==> src/rtl/traffic_pkg.sv <==
// Shared phase encoding and default phase durations for the traffic-light sequencer
// and the display stage that consumes its phase/sec_left outputs.
package traffic_pkg;

  typedef enum logic [1:0] {
    PH_IDLE = 2'd0,
    PH_RED  = 2'd1,
    PH_GRN  = 2'd2,
    PH_YEL  = 2'd3
  } phase_t;

  localparam int DEF_CLK_HZ  = 50_000_000;
  localparam int DEF_RED_SEC = 10;
  localparam int DEF_GRN_SEC = 8;
  localparam int DEF_YEL_SEC = 3;
  localparam int DEF_CNT_W   = 4;

  // Natural rotation RED -> GRN -> YEL -> RED; IDLE only leaves via first_in.
  function automatic phase_t next_phase(input phase_t p);
    case (p)
      PH_RED:  return PH_GRN;
      PH_GRN:  return PH_YEL;
      PH_YEL:  return PH_RED;
      default: return PH_IDLE;
    endcase
  endfunction

  // Lamp pattern packed as {red, yellow, green}.
  function automatic logic [2:0] lamps_of(input phase_t p);
    case (p)
      PH_RED:  return 3'b100;
      PH_GRN:  return 3'b001;
      PH_YEL:  return 3'b010;
      default: return 3'b000;
    endcase
  endfunction

endpackage

==> src/rtl/tick_gen.sv <==
// One-second prescaler with synchronous clear; with TRAFFIC_YEL_BLINK_EN defined it
// also flags the half-second point for the yellow blink.
module tick_gen #(
  parameter int CLK_HZ = 50_000_000
) (
  input  logic clk,
  input  logic rst_n,
  input  logic clear,
`ifdef TRAFFIC_YEL_BLINK_EN
  output logic half_tick,
`endif
  output logic tick
);

  localparam int CW = (CLK_HZ > 1) ? $clog2(CLK_HZ) : 1;

  logic [CW-1:0] cnt;

  assign tick = (cnt == CW'(CLK_HZ - 1));

`ifdef TRAFFIC_YEL_BLINK_EN
  assign half_tick = (cnt == CW'(CLK_HZ / 2 - 1));
`endif

  // Clear forces count 0 on the entry edge, so the first tick is CLK_HZ cycles later.
  always_ff @(posedge clk) begin
    if (!rst_n || clear) begin
      cnt <= '0;
    end else if (tick) begin
      cnt <= '0;
    end else begin
      cnt <= cnt + CW'(1);
    end
  end

endmodule

==> src/rtl/traffic_light_seq.sv <==
// Timed RED -> GRN -> YEL sequencer with edge-triggered force requests.
// Optional TRAFFIC_YEL_BLINK_EN makes the yellow lamp blink at 1 Hz (half-second toggles).
//
// state   | meaning
// IDLE    | first_in low, all lamps off, sec_left 0
// RED     | red lamp, counting down RED_SEC
// GRN     | green lamp, counting down GRN_SEC
// YEL     | yellow lamp (solid or blinking), counting down YEL_SEC
module traffic_light_seq
  import traffic_pkg::*;
#(
  parameter int CLK_HZ  = DEF_CLK_HZ,
  parameter int RED_SEC = DEF_RED_SEC,
  parameter int GRN_SEC = DEF_GRN_SEC,
  parameter int YEL_SEC = DEF_YEL_SEC,
  parameter int CNT_W   = DEF_CNT_W
) (
  input  logic             clk,
  input  logic             rst_n,
  input  logic             first_in,
  input  logic             req_r,
  input  logic             req_y,
  input  logic             req_g,
  output logic             led_r,
  output logic             led_y,
  output logic             led_g,
  output logic [1:0]       phase,
  output logic [CNT_W-1:0] sec_left
);

  phase_t     state;
  logic [2:0] req_q;
  logic [2:0] req_now;
  logic [2:0] req_edge;
  logic       tick;
  logic       clear;
  logic       go_idle;
  logic       load;
  phase_t     load_ph;
`ifdef TRAFFIC_YEL_BLINK_EN
  logic       half_tick;
`endif

  function automatic logic [CNT_W-1:0] dur_of(input phase_t p);
    case (p)
      PH_RED:  return CNT_W'(RED_SEC);
      PH_GRN:  return CNT_W'(GRN_SEC);
      PH_YEL:  return CNT_W'(YEL_SEC);
      default: return '0;
    endcase
  endfunction

  assign req_now  = {req_r, req_y, req_g};
  assign req_edge = req_now & ~req_q;
  assign phase    = state;

  assign go_idle = (state != PH_IDLE) && !first_in;

  // Prescaler stays parked in IDLE and restarts on every forced entry; tick-driven
  // entries coincide with the natural wrap so need no explicit clear.
  assign clear = (state == PH_IDLE) || !first_in || (|req_edge);

  tick_gen #(
    .CLK_HZ(CLK_HZ)
  ) u_tick_gen (
    .clk      (clk),
    .rst_n    (rst_n),
    .clear    (clear),
`ifdef TRAFFIC_YEL_BLINK_EN
    .half_tick(half_tick),
`endif
    .tick     (tick)
  );

  // Phase-entry decision; request priority r > y > g, and any request beats a tick.
  always_comb begin
    load    = 1'b0;
    load_ph = state;
    if (state == PH_IDLE) begin
      if (first_in) begin
        load    = 1'b1;
        load_ph = PH_RED;
      end
    end else if (first_in) begin
      if (req_edge[2]) begin
        load    = 1'b1;
        load_ph = PH_RED;
      end else if (req_edge[1]) begin
        load    = 1'b1;
        load_ph = PH_YEL;
      end else if (req_edge[0]) begin
        load    = 1'b1;
        load_ph = PH_GRN;
      end else if (tick && (sec_left == CNT_W'(1))) begin
        load    = 1'b1;
        load_ph = next_phase(state);
      end
    end
  end

  always_ff @(posedge clk) begin
    if (!rst_n) begin
      state    <= PH_IDLE;
      sec_left <= '0;
      led_r    <= 1'b0;
      led_y    <= 1'b0;
      led_g    <= 1'b0;
      req_q    <= '0;
    end else begin
      req_q <= req_now;
      if (go_idle) begin
        state    <= PH_IDLE;
        sec_left <= '0;
        led_r    <= 1'b0;
        led_y    <= 1'b0;
        led_g    <= 1'b0;
      end else if (load) begin
        state                 <= load_ph;
        sec_left              <= dur_of(load_ph);
        {led_r, led_y, led_g} <= lamps_of(load_ph);
      end else if (state != PH_IDLE) begin
        if (tick) begin
          sec_left <= sec_left - CNT_W'(1);
        end
`ifdef TRAFFIC_YEL_BLINK_EN
        if ((state == PH_YEL) && (tick || half_tick)) begin
          led_y <= ~led_y;
        end
`endif
      end
    end
  end

endmodule

==> config.mk <==
export PLATFORM = sky130hd
export DESIGN_NAME = traffic_light_seq
export DESIGN_NICKNAME = d
export VERILOG_FILES = /design/src/rtl/traffic_pkg.sv /design/src/rtl/tick_gen.sv /design/src/rtl/traffic_light_seq.sv
export SDC_FILE = /design/constraint.sdc
export NUM_CORES = 1
export LEC_CHECK = 0
export BUFFER_PORTS_ARGS = -buffer_cell sky130_fd_sc_hd__buf_4
export CORE_MARGIN = 3
export CORE_UTILIZATION = 40
export CTS_CLUSTER_SIZE = 14
export DETAILED_ROUTE_END_ITERATION = 10
export SLEW_MARGIN = 20
export SYNTH_ARGS = -nofsm -noshare
export SYNTH_HDL_FRONTEND = slang
export SYNTH_SLANG_ARGS = --single-unit
==> constraint.sdc <==
create_clock -name clk -period 6.31 [get_ports clk]
set_input_delay 0.631 -clock clk [delete_from_list [all_inputs] [get_ports clk]]
set_output_delay 0.631 -clock clk [all_outputs]
set_load 0.005 [all_outputs]
Word-level counts from Yosys, hierarchy flattened

Cells that the tools add are included.
Widths: inputs -> output; s select.

Word-level logic and storage cells: 55
Register bits: 38
Output and inout bits: 9
Input bits: 6

Bitwise logic cells: 3
Add/sub/neg operators: 2
Equal/unequal tests: 8
Reduce and logical (&&, ||, !) cells: 15
Muxes and demuxes: 20

Operators by type and width:

| kind                  | count |
|---|---|
| $add 26x1->26 const B | 1 |
| $eq 26x26->1 const B  | 1 |
| $mux 2                | 7 |
| $mux 4                | 3 |
| $pmux 4 s3            | 1 |
| $pmux 3 s3            | 1 |
| $eq 2x2->1 const B    | 4 |
| $mux 1                | 7 |
| $pmux 2 s3            | 1 |
| $reduce_bool 2->1     | 3 |
| $eq 2x1->1 const B    | 2 |
| $eq 4x1->1 const B    | 1 |
| $reduce_or 2->1       | 2 |
| $sub 4x1->4 const B   | 1 |
| $and 3x3->3           | 1 |
| $logic_or 1x1->1      | 3 |
| $not 3->3             | 1 |
| $reduce_or 3->1       | 1 |
| $logic_and 1x1->1     | 2 |
| $logic_not 1->1       | 2 |
| $logic_not 2->1       | 1 |
| $reduce_and 2->1      | 1 |
| $not 1->1             | 1 |

Logic depth before layout (Yosys ltp)

Depth in word-level cells: 11
Mapped depth: 10
Gate-level depth less buffers: 9

Cells and area by module

Synthesis repeated with hierarchy kept, for this count alone.

Cells, all modules: 232
Area total of the unflattened synthesis: 1,980.6 µm²

Modules (own cells, without submodules):

| module            | times used | sequential area each (µm²) | area each (µm²) | cells an instance |
|---|---|---|---|---|
| tick_gen          | 1          | 520.5                      | 1,291.2         | 155 |
| traffic_light_seq | 1          | 240.2                      | 689.4           | 77 |

Worst setup path after synthesis

Ideal clock, no wire load.

Kind: register to register
Start point: register state[1] (netlist: phase[1])
End point: register sec_left[3]
Buffers on the path: 1
Path slack: 4.169 ns
Required time: 6.173 ns
Stages on the path, launching flop included: 11
Data arrival time: 2.004 ns
Period minus slack after synthesis: 2.141 ns
Cell sequence: dfxtp_1 -> inv_1 -> ha_1 -> buf_4 -> or3_1 -> a211oi_1 -> mux2_4 -> nor2_1 -> ha_1 -> nor2_1 -> a211oi_2

Longest elaborated chain between the ends: 11
Elaborated cells on any way between the ends: 24
Those cells by class: eq/ne (6); mux (11); reduce/logical (7)

Ends and longest elaborated chain:

| item                                     | line                     | text |
|---|---|---|
| start: declaration                       | traffic_light_seq.sv:31  | `phase_t state;` |
| start signal: assignment                 | traffic_light_seq.sv:118 | `state <= load_ph;` |
| $eq 2x2->1 or $eq 2x1->1 (tied branches) | traffic_pkg.sv:20        | `case (p)` |
| $pmux 2 s3                               | traffic_pkg.sv:20        |  |
| $mux 2                                   | traffic_light_seq.sv:94  | `end else if (tick && (sec_left == CNT_W'(1))) begin` |
| $mux 2                                   | traffic_light_seq.sv:91  | `end else if (req_edge[0]) begin` |
| $mux 2                                   | traffic_light_seq.sv:88  | `end else if (req_edge[1]) begin` |
| $mux 2                                   | traffic_light_seq.sv:85  | `if (req_edge[2]) begin` |
| $mux 2                                   | traffic_light_seq.sv:84  | `end else if (first_in) begin` |
| $mux 2 *                                 | traffic_light_seq.sv:79  | `if (state == PH_IDLE) begin` |
| via load_ph[0]                           | traffic_light_seq.sv:39  | `phase_t load_ph;` |
| $eq 2x2->1 or $eq 2x1->1 (tied branches) | traffic_light_seq.sv:45  | `case (p)` |
| $pmux 4 s3 *                             | traffic_light_seq.sv:45  |  |
| $mux 4 *                                 | traffic_light_seq.sv:117 | `end else if (load) begin` |
| end signal: assignment                   | traffic_light_seq.sv:119 | `sec_left <= dur_of(load_ph);` |
| end signal: assignment                   | traffic_light_seq.sv:123 | `sec_left <= sec_left - CNT_W'(1);` |
| end: declaration                         | traffic_light_seq.sv:28  | `output logic [CNT_W-1:0] sec_left` |

The timed path passes the listed nets; every way through them passes the cells marked *.
A chain may end at the register's enable or synchronous reset.

Final worst setup path

Start point: register state[0] (netlist: phase[0])
End point: register sec_left[3]

The elaborated chain is that of the path after synthesis.

==> results by group <==
Status
  – Status: complete, no violations

Synthesis
  – YS warnings: 0
  – Avg Cell Area, Syn: 8.78 um2
  – Mapped Area: 1890 um2
  – Register bit total from synthesis: 38
  – Share of the synthesized area in the top cell type: about two fifths
  – Post-synth top area cell: dfxtp_1
  – Leading post-synthesis cells by cell area: dfxtp_1 40%, xor2_1 7.4%, nor2_1 7.0%, nand4_1 3.6%, ha_1 3.3%
  – Syn Nets: 226
  – Cells after synthesis: 215
  – EDFF count, synth: 0
  – Synth Flop Type: dfxtp_1
  – Async set-reset flop share out of synthesis: 0%
  – Register area share after synthesis: 40.3%
  – Synth cell types: 43

GRT
  – Vias in the first global route: 1346
  – Initial antenna violation count: 0
  – GRT Overall Usage: 13.7%
  – Largest net degree at the start of global routing: 27
  – GRT overflow: 0
  – First-pass GRT wire length: 5.94 mm

Critical path
  – Crit path max fanout: 9
  – Worst Setup Start Kind: register
  – Crit path DAT: 2.49 ns
  – Max incr delay on CP: 0.42 ns
  – Critical Path RT: 6.45 ns
  – Worst setup path class: reg2reg
  – Crit-path slowest cell: dfxtp_1
  – Nature of the critical path endpoint: register
  – Setup slack, reg-to-reg: just under 4 ns
  – CP Cell Sequence: inv_1 -> ha_1 -> or3_1 -> a211oi_1 -> mux2_4 -> nor2_1 -> ha_1 -> nor2_1 -> a211oi_2

Finish
  – Post-layout util: between 40% and 50%
  – Area grow syn2layout: 13.7%
  – Most frequent cells in the layout: 38 x dfxtp_1, 35 x nor2_1, 16 x xor2_1
  – Antenna cell count: 0
  – Layout cells sized above 1: approximately 17%
  – Nets: 243
  – Commonest non-fill, non-tap cell in the layout: dfxtp_1

Placement
  – Gpl congestion: slightly below 0.9
  – HPWL after DPL: 2.64 mm
  – Port buffer count: 14

Drt
  – Routed len/inst: roughly 13 um
  – Vias per cell: 5.21
  – Post-route ant nets: 0
  – Initial drt markers: 41
  – Drt drc: 0
  – Total wire length: around 3.6 mm
  – Vias: 1484
  – DRT Pass-1 Iters: 4

Clocking
  – Resized Gates After CTS: 0
  – H-tree Lvls: 2
  – CTS tree: done
  – Max clock buf depth: 2
  – Setup Fix Bufs, Post-CTS: 0
  – Clock Sinks: 38
  – Num CTS Buffers: 5
  – Worst skew pair latency: ~0.28 ns
  – Cts hold-fix bufs: 0
  – Root Buffer: clkbuf_8
  – Clock Pin Slew Worst Setup and Hold Paths: 0.07 ns

STA
  – Worst-margin pin slew: 0.695 ns
  – Final Hold Viols: 0
  – Slew HR: 53.1%
  – Max frequency: 0.426 GHz
  – Final setup fails: 0
  – Min Hold Slack: between 0.4 and 0.5 ns
  – Setup_tns: 0 ns
  – RSZ-0062 raised after global routing: false
  – Minimum clock period: 2.35 ns
  – Setup Skew: 0.0115 ns
  – Period utilization: ~37%
  – Max Slew Vio Count: 0

Power
  – Leakage power: approximately 0.00074 uW
  – Pwr Density: 224 nW/um2
  – Maximum vdd drop: 0.000176 V

Floorplanning
  – # rows: 24
  – DIE WIDTH: around 75 um
  – IO Count: 15
  – Die Area: 5580 um2
  – CORE AREA: 4440 um2
  – Die extent in y: 74.7 um
  – Initial Utilization: 42.5%

Min path
  – Hold WC Path Type: reg2reg

Job
  – Max-cap check violation count: 0
==> report_power, final <==
group	internal [uW]	switching, uW
clock	110	82.6
sequential	244	4.55
combinational	18.0	20.4
==> metal layers <==
metal,vias up,share of wire [%],track usage (%)
li1,782,-,-
met1,671,52,18.7
met2,25,43,21.2
met3,6,3.5,3.60
met4,0,1.1,4.74
met5,-,0,0
==> logic make-up after synthesis <==
group / share of synthesized area, %
buffers and inverters: 3.38
AOI/OAI and AO/OA: 8.75
muxes: 1.33
adders and majority gates: 3.31
and+or+nand+nor: 32.3
DFF: 40.3
xor gates and xnor gates: 10.7
==> critical path, delay by kind of cell (launching register included) <==
| family | cells | cell delay (ns) |
|---|---|---|
| AOI/OAI and AO/OA | 2 | 0.34 |
| adders and majority gates | 2 | 0.58 |
| and+or+nand+nor | 3 | 0.57 |
| muxes | 1 | 0.24 |
| buffers and inverters | 1 | 0.07 |
| DFF | 1 | 0.42 |
==> layout make-up <==
type | count | area (um2)
flip-flops and latches | 38 | 761
inverters | 9 | 33.8
well taps | 52 | 65.1
clock buffers | 8 | 110
repair buffers | 15 | 113
multi-input cells | 163 | 1060
fillers | 423 | 2300
==> worst paths after layout <==
check,from,endpoint,depth (start not counted)
setup / recovery,phase[0],sec_left[3],9
hold / removal,led_g,led_g,2
setup reg to reg,phase[0],sec_left[3],9
hold reg to reg,led_g,led_g,2
==> state kept, by name (all words and copies together), names as in the netlist <==
register and cells:
led_g 1, led_r 1, led_y 1, phase 2, req_q 3, sec_left 4, u_tick_gen.cnt 26
==> metrics by stage <==
step / area, um2 / power [uW] / cells / setup slack (ns)
final: 2150 / 480 / 285 / 3.96
after global routing: 2150 / 502 / 285 / 3.81
after detailed placement: 2040 / 293 / 277 / 3.89
after CTS: 2150 / 486 / 285 / 3.96
after global placement: 2040 / 293 / 277 / 3.89
after floorplan: 1890 / 279 / 215 / 4.17
==> synth_stat cells, types with 2 or more instances <==
cell	n
dfxtp_1	38
nor2_1	35
xor2_1	16
nand2_1	13
nand4_1	11
nand3_1	10
inv_1	8
a21oi_1	7
o21ai_0	7
xnor2_1	7
and2_1	5
ha_1	5
nor3_1	5
or3_1	5
a211oi_1	4
and3_1	3
nand3_2	3
nor2b_1	3
nor4b_2	3
buf_4	2
clkbuf_1	2
o41ai_1	2
Power figures use the tool's default switching activity.
